==> src/rtl/pipe_skid_reg_pkg.sv <==
// Shared definitions for the pipeline skid-register family: occupancy states,
// the default bubble word and the payload widths of each pipeline boundary.
package pipe_skid_reg_pkg;

    typedef enum logic [1:0] {
        ST_EMPTY = 2'b00,
        ST_ONE   = 2'b01,
        ST_FULL  = 2'b10
    } skid_state_e;

    localparam int IF_ID_W  = 96;
    localparam int ID_EX_W  = 192;
    localparam int EX_MEM_W = 136;
    localparam int MEM_WB_W = 104;

    // Widest boundary; narrower instances take the low bits.
    localparam logic [ID_EX_W-1:0] NOP_DEFAULT = {ID_EX_W{1'b0}};

endpackage

==> src/rtl/pipe_slot.sv <==
// One payload slot: loads a new word, clears to the bubble value, or holds.
// Clear wins over load so a discarded entry never lands in the slot.
module pipe_slot
    import pipe_skid_reg_pkg::*;
#(
    parameter int               WIDTH   = IF_ID_W,
    parameter logic [WIDTH-1:0] NOP_VAL = WIDTH'(NOP_DEFAULT)
) (
    input  logic             clk_i,
    input  logic             clr_i,
    input  logic             load_i,
    input  logic [WIDTH-1:0] d_i,
    output logic [WIDTH-1:0] q_o
);

    logic [WIDTH-1:0] data_q;

    // Slot storage, updated on the falling edge like the rest of the pipeline.
    always_ff @(negedge clk_i) begin
        if (clr_i) begin
            data_q <= NOP_VAL;
        end else if (load_i) begin
            data_q <= d_i;
        end else begin
            data_q <= data_q;
        end
    end

    assign q_o = data_q;

endmodule

==> src/rtl/pipe_skid_reg.sv <==
// Two-entry skid buffer between pipeline stages: MAIN presents the head entry,
// SKID absorbs one extra word so in_ready can come straight from a register.
module pipe_skid_reg
    import pipe_skid_reg_pkg::*;
#(
    parameter int               WIDTH   = IF_ID_W,
    parameter logic [WIDTH-1:0] NOP_VAL = WIDTH'(NOP_DEFAULT),
    parameter int               CNT_W   = 16
) (
    input  logic             Clk,
    input  logic             Clr,
    input  logic             flush,
    input  logic             in_valid,
    output logic             in_ready,
    input  logic [WIDTH-1:0] in_data,
    output logic             out_valid,
    input  logic             out_ready,
    output logic [WIDTH-1:0] out_data,
    output logic [CNT_W-1:0] stall_cnt
);

    localparam logic [CNT_W-1:0] CNT_MAX = {CNT_W{1'b1}};

    skid_state_e      state_q, state_d;
    logic             in_ready_q;
    logic             out_valid_q;
    logic [CNT_W-1:0] stall_cnt_q;

    logic             accept_s;
    logic             pop_s;
    logic             main_load_s;
    logic             main_clr_s;
    logic             main_from_skid_s;
    logic             skid_load_s;
    logic             skid_clr_s;
    logic [WIDTH-1:0] main_d_s;
    logic [WIDTH-1:0] main_q_s;
    logic [WIDTH-1:0] skid_q_s;

    assign accept_s = in_valid & in_ready_q;
    assign pop_s    = out_valid_q & out_ready;
    assign main_d_s = main_from_skid_s ? skid_q_s : in_data;

    // Next-state and slot-control decode; Clr and flush both empty the buffer.
    always_comb begin
        state_d          = state_q;
        main_load_s      = 1'b0;
        main_clr_s       = 1'b0;
        main_from_skid_s = 1'b0;
        skid_load_s      = 1'b0;
        skid_clr_s       = 1'b0;
        if (Clr || flush) begin
            state_d    = ST_EMPTY;
            main_clr_s = 1'b1;
            skid_clr_s = 1'b1;
        end else begin
            case (state_q)
                ST_EMPTY: begin
                    if (accept_s) begin
                        state_d     = ST_ONE;
                        main_load_s = 1'b1;
                    end else begin
                        state_d = ST_EMPTY;
                    end
                end
                ST_ONE: begin
                    if (accept_s && pop_s) begin
                        main_load_s = 1'b1;
                    end else if (accept_s) begin
                        state_d     = ST_FULL;
                        skid_load_s = 1'b1;
                    end else if (pop_s) begin
                        state_d    = ST_EMPTY;
                        main_clr_s = 1'b1;
                    end else begin
                        state_d = ST_ONE;
                    end
                end
                ST_FULL: begin
                    if (pop_s) begin
                        state_d          = ST_ONE;
                        main_load_s      = 1'b1;
                        main_from_skid_s = 1'b1;
                        skid_clr_s       = 1'b1;
                    end else begin
                        state_d = ST_FULL;
                    end
                end
                default: begin
                    state_d    = ST_EMPTY;
                    main_clr_s = 1'b1;
                    skid_clr_s = 1'b1;
                end
            endcase
        end
    end

    // State plus handshake flags, registered from the next state so neither
    // in_ready nor out_valid has a combinational path from out_ready.
    always_ff @(negedge Clk) begin
        if (Clr) begin
            state_q     <= ST_EMPTY;
            in_ready_q  <= 1'b1;
            out_valid_q <= 1'b0;
        end else begin
            state_q     <= state_d;
            in_ready_q  <= (state_d != ST_FULL);
            out_valid_q <= (state_d != ST_EMPTY);
        end
    end

    // Saturating stall counter; flush deliberately leaves it alone.
    always_ff @(negedge Clk) begin
        if (Clr) begin
            stall_cnt_q <= {CNT_W{1'b0}};
        end else if (out_valid_q && !out_ready && (stall_cnt_q != CNT_MAX)) begin
            stall_cnt_q <= stall_cnt_q + CNT_W'(1);
        end else begin
            stall_cnt_q <= stall_cnt_q;
        end
    end

    pipe_slot #(
        .WIDTH   (WIDTH),
        .NOP_VAL (NOP_VAL)
    ) u_main (
        .clk_i  (Clk),
        .clr_i  (main_clr_s),
        .load_i (main_load_s),
        .d_i    (main_d_s),
        .q_o    (main_q_s)
    );

    pipe_slot #(
        .WIDTH   (WIDTH),
        .NOP_VAL (NOP_VAL)
    ) u_skid (
        .clk_i  (Clk),
        .clr_i  (skid_clr_s),
        .load_i (skid_load_s),
        .d_i    (in_data),
        .q_o    (skid_q_s)
    );

    assign in_ready  = in_ready_q;
    assign out_valid = out_valid_q;
    assign out_data  = main_q_s;
    assign stall_cnt = stall_cnt_q;

endmodule

==> config.mk <==
export PLATFORM = sky130hd
export DESIGN_NAME = pipe_skid_reg
export DESIGN_NICKNAME = d
export VERILOG_FILES = /design/src/rtl/pipe_skid_reg_pkg.sv /design/src/rtl/pipe_slot.sv /design/src/rtl/pipe_skid_reg.sv
export SDC_FILE = /design/constraint.sdc
export NUM_CORES = 1
export LEC_CHECK = 0
export BUFFER_PORTS_ARGS = -buffer_cell sky130_fd_sc_hd__buf_4
export CAP_MARGIN = 20
export CORE_ASPECT_RATIO = 0.6
export CORE_MARGIN = 5
export CORE_UTILIZATION = 40
export DETAILED_ROUTE_END_ITERATION = 6
export PLACE_DENSITY = 0.71
export SETUP_SLACK_MARGIN = 0.1
export SLEW_MARGIN = 20
export SYNTH_ARGS = -nofsm -noshare
export SYNTH_HDL_FRONTEND = slang
export SYNTH_SLANG_ARGS = --single-unit
export TNS_END_PERCENT = 30
==> constraint.sdc <==
create_clock -name Clk -period 1.85 [get_ports Clk]
set_clock_uncertainty 0.1 [all_clocks]
set_input_delay 0.37 -clock Clk [delete_from_list [all_inputs] [get_ports Clk]]
set_output_delay 0.37 -clock Clk [all_outputs]
set_load 0.005 [all_outputs]
Yosys cells after proc, flatten, opt, wreduce, memory -nomap -nowiden

Index checks and enable logic that the tools add are counted.

Bits in registers: 212
Input port bits: 101

$add $sub $neg: 1
Eq/ne operators: 4
Mux-type cells: 24
Bitwise gates (word level): 2
Reduce and logical (&&, ||, !) cells: 9

Operators by type and width:

| cell                  | number |
|---|---|
| $mux 96               | 1 |
| $add 16x1->16 const B | 1 |
| $ne 16x16->1 const B  | 1 |
| $mux 1                | 15 |
| $mux 2                | 4 |
| $pmux 2 s3            | 1 |
| $pmux 1 s2            | 2 |
| $reduce_or 2->1       | 2 |
| $logic_and 1x1->1     | 3 |
| $pmux 1 s3            | 1 |
| $and 1x1->1           | 2 |
| $eq 2x1->1 const B    | 1 |
| $eq 2x2->1 const B    | 1 |
| $logic_not 2->1       | 1 |
| $ne 2x2->1 const B    | 1 |
| $reduce_bool 2->1     | 1 |
| $logic_not 1->1       | 1 |
| $logic_or 1x1->1      | 1 |

Depth between registers and ports, before layout

Gate-level depths: netlist (run 1).

Depth in word-level cells: 7
Mapped depth: 7

Modules after synthesis

A second synthesis (run 1) with hierarchy kept.

Cell total of the unflattened synthesis: 857
Area total of the unflattened synthesis: 9096.2 µm²

By module, submodules not included:

| module        | instances | cells each | area an instance (µm²) | sequential area each (µm²) |
|---|---|---|---|---|
| pipe_slot     | 2         | 311        | 3433.3                 | 1921.8 |
| pipe_skid_reg | 1         | 235        | 2229.6                 | 400.4 |

==> out/results.tsv, run 1 <==
metric	value	unit
yosysSeqAreaShare	0.486	
remaining_drc_errors	0	
cp_top_family	flip-flops	
power_density	889	mW/mm²
outcome	complete, but fails checks	
p_total	12400	µW
chipWidth	201	µm
synth_area_per_cell	8.83	µm²
failed_checks	negative setup slack	
rsz0062_at_grt	true	
ys_ff_latch	212	
setup.worst_path.class	reg2out	
synth_largest_area_cell	dfxtp_1	
dieArea	0.0250	mm²
placedCellCount	1473	
whs	0.348	ns
fp.coreArea	0.0212	mm²
ctsLongestPathBuffers	3	
yosysWarnings	0	
insertion_delay	0.57	ns
synth_area_leaders	dfxtp_1 (49%), a21oi_1 (12%), mux2i_1 (11%)	
ctsHoldBuffers	0	
maxSlewViolCount	0	
setup_slack	-0.587	ns
io_pins	215	
peakVddDrop	684	µV
cts_made_buffers	22	
antenna_cells	0	
crit_slowest_cell	dfxtp_2	
cap_viol_max_count	0	
start_kind	flip-flop	
cp_data_arrival_time	1.97	ns
hold_path_class	reg2reg	
cts.sinks	212	
grt-ovfl-total	0	
die_h	124	µm
yosys.area.top_type_share	0.486	
vias	9405	
clk_pin_slew_worst_paths	0.07	ns
rows	41	
fin_util	0.657	
p_leak	0.00665	µW
critPathRequiredTime	1.38	ns
syn_area	0.00873	mm²
port_buffers	214	
final_antenna_net_count	0	
drtIter0Drc	491	
start_util	0.411	
grt_usage	0.219	
dp_slack	-1.06	ns
via_per_inst	5.34	
path_max_fanout	2	
grt_start_max_net_pins	57	
tritoncts	yes	
grt_pass1_wl	46700	µm
cts_root_buf	clkbuf_16	
worstSetupEndpointType	primary output	
hpwlAfterDp	17000	µm
worst-path-buf-inv	1	
slowest_delay	0.36	ns
totalWireLength	29400	µm
crit_chain	buf_6	
syn_nets	1091	
layout.nets	1568	
drt_first_pass_iters	5	
antenna_found_initial	0	
drive_gt1_frac	0.377	
wl_per_cell	16.7	µm
ys_types	40	
slew_headroom	0.652	
hold_viol_final	0	
tightest_slew	0.520	ns
gp_congestion	0.802	
grt_pass1_vias	9756	
cts_max_level	1	
setup_viol	319	
area_delta_synth_final	59.8	%
syn-instance-count	989	
final_cells	1760	
layout make-up:
class	count	area (µm²)
sequential	212	4400
fill	1712	7290
clock buffer	23	576
multi-input combinational	684	4420
inverter	5	18.8
tap	279	349
timing repair buffer	329	3180
clock inverter	228	1010
worst paths after layout:
check / cells after the start / from / slack, ns / endpoint
max: 1 / u_main.q_o[11] / -0.59 / out_data[11]
min: 2 / u_skid.q_o[95] / 0.35 / u_skid.q_o[95]
max reg2reg: 7 / stall_cnt[0] / -0.26 / stall_cnt[12]
min reg2reg: 2 / u_skid.q_o[95] / 0.35 / u_skid.q_o[95]
repair_timing:
item | 4_1_cts | 5_1_grt
pin swaps | 56 | 16
buffers inserted | 18 | 19
gates resized for setup | 221 | 89
gates cloned | 0 | 0
endpoints found under the setup margin | 323 | 323
registers in the layout, indices dropped and copies added, names as in the netlist:
name and count:
u_main.q_o 96, u_skid.q_o 96, stall_cnt 16, state_q 2, in_ready 1, out_valid 1
layer usage:
layer	GRT usage	up-vias	wire length, µm
li1	-	4468	-
met1	0.265	4553	12700
met2	0.354	350	14000
met3	0.0913	34	2350
met4	0.0708	0	331
met5	0	-	0
power breakdown:
| part | total [µW] | leakage, µW | switching, µW | internal [µW] |
|---|---|---|---|---|
| clock | 6700 | 0.00151 | 3130 | 3570 |
| combinational | 982 | 0.00337 | 504 | 478 |
| sequential | 4720 | 0.00177 | 47.7 | 4670 |
| total | 12400 | 0.00665 | 3680 | 8720 |
metrics by stage:
stage                     area (µm²)  setup TNS [ns]
after detailed placement       11200         -182.58
after CTS                      13500         -116.93
after global routing           13900         -132.53
after floorplan                 8830         -149.14
after global placement         11200         -178.28
final                          13900         -119.65
cells by family after synthesis:
group	Yosys count	synth area share
compound gates	319	0.215
fa+ha+maj	1	0.00143
buf+inv	93	0.0485
flops	212	0.486
mux	102	0.118
simple gates	262	0.131
cells in the mapped netlist:
cell type and instances:
dfxtp_1 212, a21oi_1 205, nand2_1 201, a211oi_1 98, mux2i_1 98, clkbuf_1 52
buf_2 26, nand3_1 10, nor2_1 10, o31ai_1 8, buf_4 7, inv_1 6
nor2b_1 5, o21ai_0 5, or3_1 5, or4_1 5, mux2_2 3, nand4_1 3
nor4_1 3, and2_1 2, and3_1 2, nand2b_1 2, nand4b_1 2, nor3_1 2
or2_2 2, a21bo_2 1, clkbuf_8 1, dlygate4sd1_1 1, ha_1 1, mux2_1 1
nand2b_4 1, nand4_2 1, nand4bb_1 1, nor3_2 1, o211ai_2 1, o21ai_2 1
or2_1 1, or4_2 1, or4_4 1, or4b_4 1
worst register-to-register path, delay by kind of cell, from the launching register on:
family	cells	cell delay (ns)
buffers and inverters	2	0.22
adders and majority gates	1	0.13
and+or+nand+nor	3	1.07
AOI/OAI and AO/OA	1	0.16
DFF	1	0.34
layout by cell type, fill, tap and decap left out, types with 2 or more instances in the layout:
cell type,instances
and3_1,2
or4_1,4
bufinv_16,5
dfxtp_1,100
nor2_1,9
nand4b_1,2
or3_4,4
o31ai_1,7
buf_4,185
a211oi_2,20
nand4_1,3
nor2b_1,5
or4_4,2
mux2_4,3
o21ai_0,4
a211oi_1,78
dfxtp_4,5
nand3_1,9
buf_12,18
nand2_1,200
mux2i_1,97
inv_4,3
clkinvlp_2,5
clkbuf_16,23
nor4_4,2
buf_8,2
dfxtp_2,107
a21oi_1,175
nand2b_1,2
inv_1,219
buf_6,124
or2_4,2
a21oi_2,30
Note: power is estimated with default switching activity, not from simulation.
==> run 2: changes to the inputs <==
CTS_BUF_LIST = sky130_fd_sc_hd__clkbuf_8   (was not set)
CTS_CLUSTER_DIAMETER = 150   (was not set)
==> out/results.tsv, run 2 (synthesized netlist as in run 1, its figures left out) <==
metric	value	unit
cp_data_arrival_time	1.94	ns
cts_max_level	2	
crit_slowest_cell	dfxtp_2	
tightest_slew	0.555	ns
nFillCells	1757	
antenna_found_initial	0	
hpwlAfterDp	17000	µm
cts.sinks	212	
rr_startpoint	stall_cnt[9]	
area_delta_synth_final	58.2	%
remaining_drc_errors	0	
die_h	124	µm
dieArea	0.0250	mm²
dp_slack	-1.06	ns
hold_path_class	reg2reg	
setup.worst_path.class	reg2out	
hold_viol_final	0	
layout.cells.most_common	inv_1	
outcome	complete, but fails checks	
setup_viol	319	
r2r_cells	6	
cts_root_buf	clkbuf_8	
insertion_delay	0.55	ns
rr_endpoint	stall_cnt[13]	
fin_util	0.650	
ctsLongestPathBuffers	3	
regToRegSetupSlack	-0.21	ns
cap_viol_max_count	0	
crit_chain	buf_6	
rsz0062_at_grt	true	
vias	9266	
grt_start_max_net_pins	57	
grt-ovfl-total	0	
cts_made_buffers	36	
failed_checks	negative setup slack	
start_util	0.411	
critPathRequiredTime	1.38	ns
chipWidth	201	µm
final_antenna_net_count	0	
totalWireLength	28800	µm
setup_slack	-0.556	ns
slowest_delay	0.36	ns
p_leak	0.00661	µW
grt_usage	0.216	
cp_top_family	flip-flops	
holdPathEnd	u_skid.q_o[2]	
antenna_cells	0	
whs	0.347	ns
tritoncts	yes	
drtIter0Drc	517	
drt_first_pass_iters	5	
maxSlewViolCount	0	
start_kind	flip-flop	
slew_headroom	0.628	
layout.nets	1580	
grt_pass1_vias	9768	
clk_pin_slew_worst_paths	0.05	ns
fp.coreArea	0.0212	mm²
grt_pass1_wl	45900	µm
worstSetupEndpointType	primary output	
path_max_fanout	2	
peakVddDrop	635	µV
worstHoldStart	u_skid.q_o[2]	
io_pins	215	
worst-path-buf-inv	1	
power_density	833	mW/mm²
ctsHoldBuffers	0	
wl_per_cell	16.2	µm
port_buffers	214	
via_per_inst	5.20	
gp_congestion	0.802	
hold-path-cell-count	2	
setup_tns	-120.97	ns
rows	41	
drive_gt1_frac	0.383	
final_cell_mix	inv_1 (232), nand2_1 (200), buf_4 (188), a21oi_1 (174), buf_6 (120)	
## run 2: per-stage QoR
stage | power (µW) | cells | area (µm²)
CTS | 11600 | 1766 | 13300
detailed placement | 6340 | 1473 | 11200
global placement | 6330 | 1473 | 11200
floorplan | 5840 | 989 | 8830
global route | 12400 | 1782 | 13800
finish | 11500 | 1782 | 13800
## run 2: worst max path at each step
stage                        start       endpoint  slack [ns]  depth (start not counted)
finish              u_main.q_o[62]   out_data[62]       -0.56                          1
global route          stall_cnt[2]   stall_cnt[2]       -0.62                          1
CTS                  u_main.q_o[0]    out_data[0]       -0.58                          1
detailed placement       out_ready  stall_cnt[13]       -1.06                          5
global placement         out_ready  stall_cnt[13]       -1.00                          5
floorplan                out_ready  stall_cnt[13]       -0.83                          4
## run 2: report_power, final
| part | internal, µW | total (µW) | leakage (µW) | switching, µW |
|---|---|---|---|---|
| sequential | 4670 | 4710 | 0.00177 | 47.5 |
| clock | 2660 | 5800 | 0.00151 | 3140 |
| combinational | 475 | 983 | 0.00334 | 508 |
## run 2: final cells by class
| cell class | count | area [µm²] | area share |
|---|---|---|---|
| Sequential cell | 212 | 4400 | 0.319 |
| Clock inverter | 237 | 932 | 0.0675 |
| Tap cell | 279 | 349 | 0.0253 |
| Timing Repair Buffer | 327 | 3140 | 0.227 |
| Clock buffer | 38 | 523 | 0.0379 |
| Multi-Input combinational cell | 684 | 4450 | 0.322 |
| Inverter | 5 | 18.8 | 0.00136 |
## run 2: timing repair
| item | in CTS | in global routing |
|---|---|---|
| endpoints found under the setup margin | 322 | 323 |
| setup buffers | 19 | 16 |
| pin swaps | 54 | 10 |
| resized for setup | 219 | 93 |
## run 2: metal layers
metal  global-route usage  wire length [µm]  share of wire  vias up
li1                     -                 -              -     4503
met1                0.261             12800           0.44     4415
met2                0.340             13400           0.46      328
met3               0.0976              2400          0.083       20
met4               0.0752               236         0.0082        0
met5                    0                 0              0        -
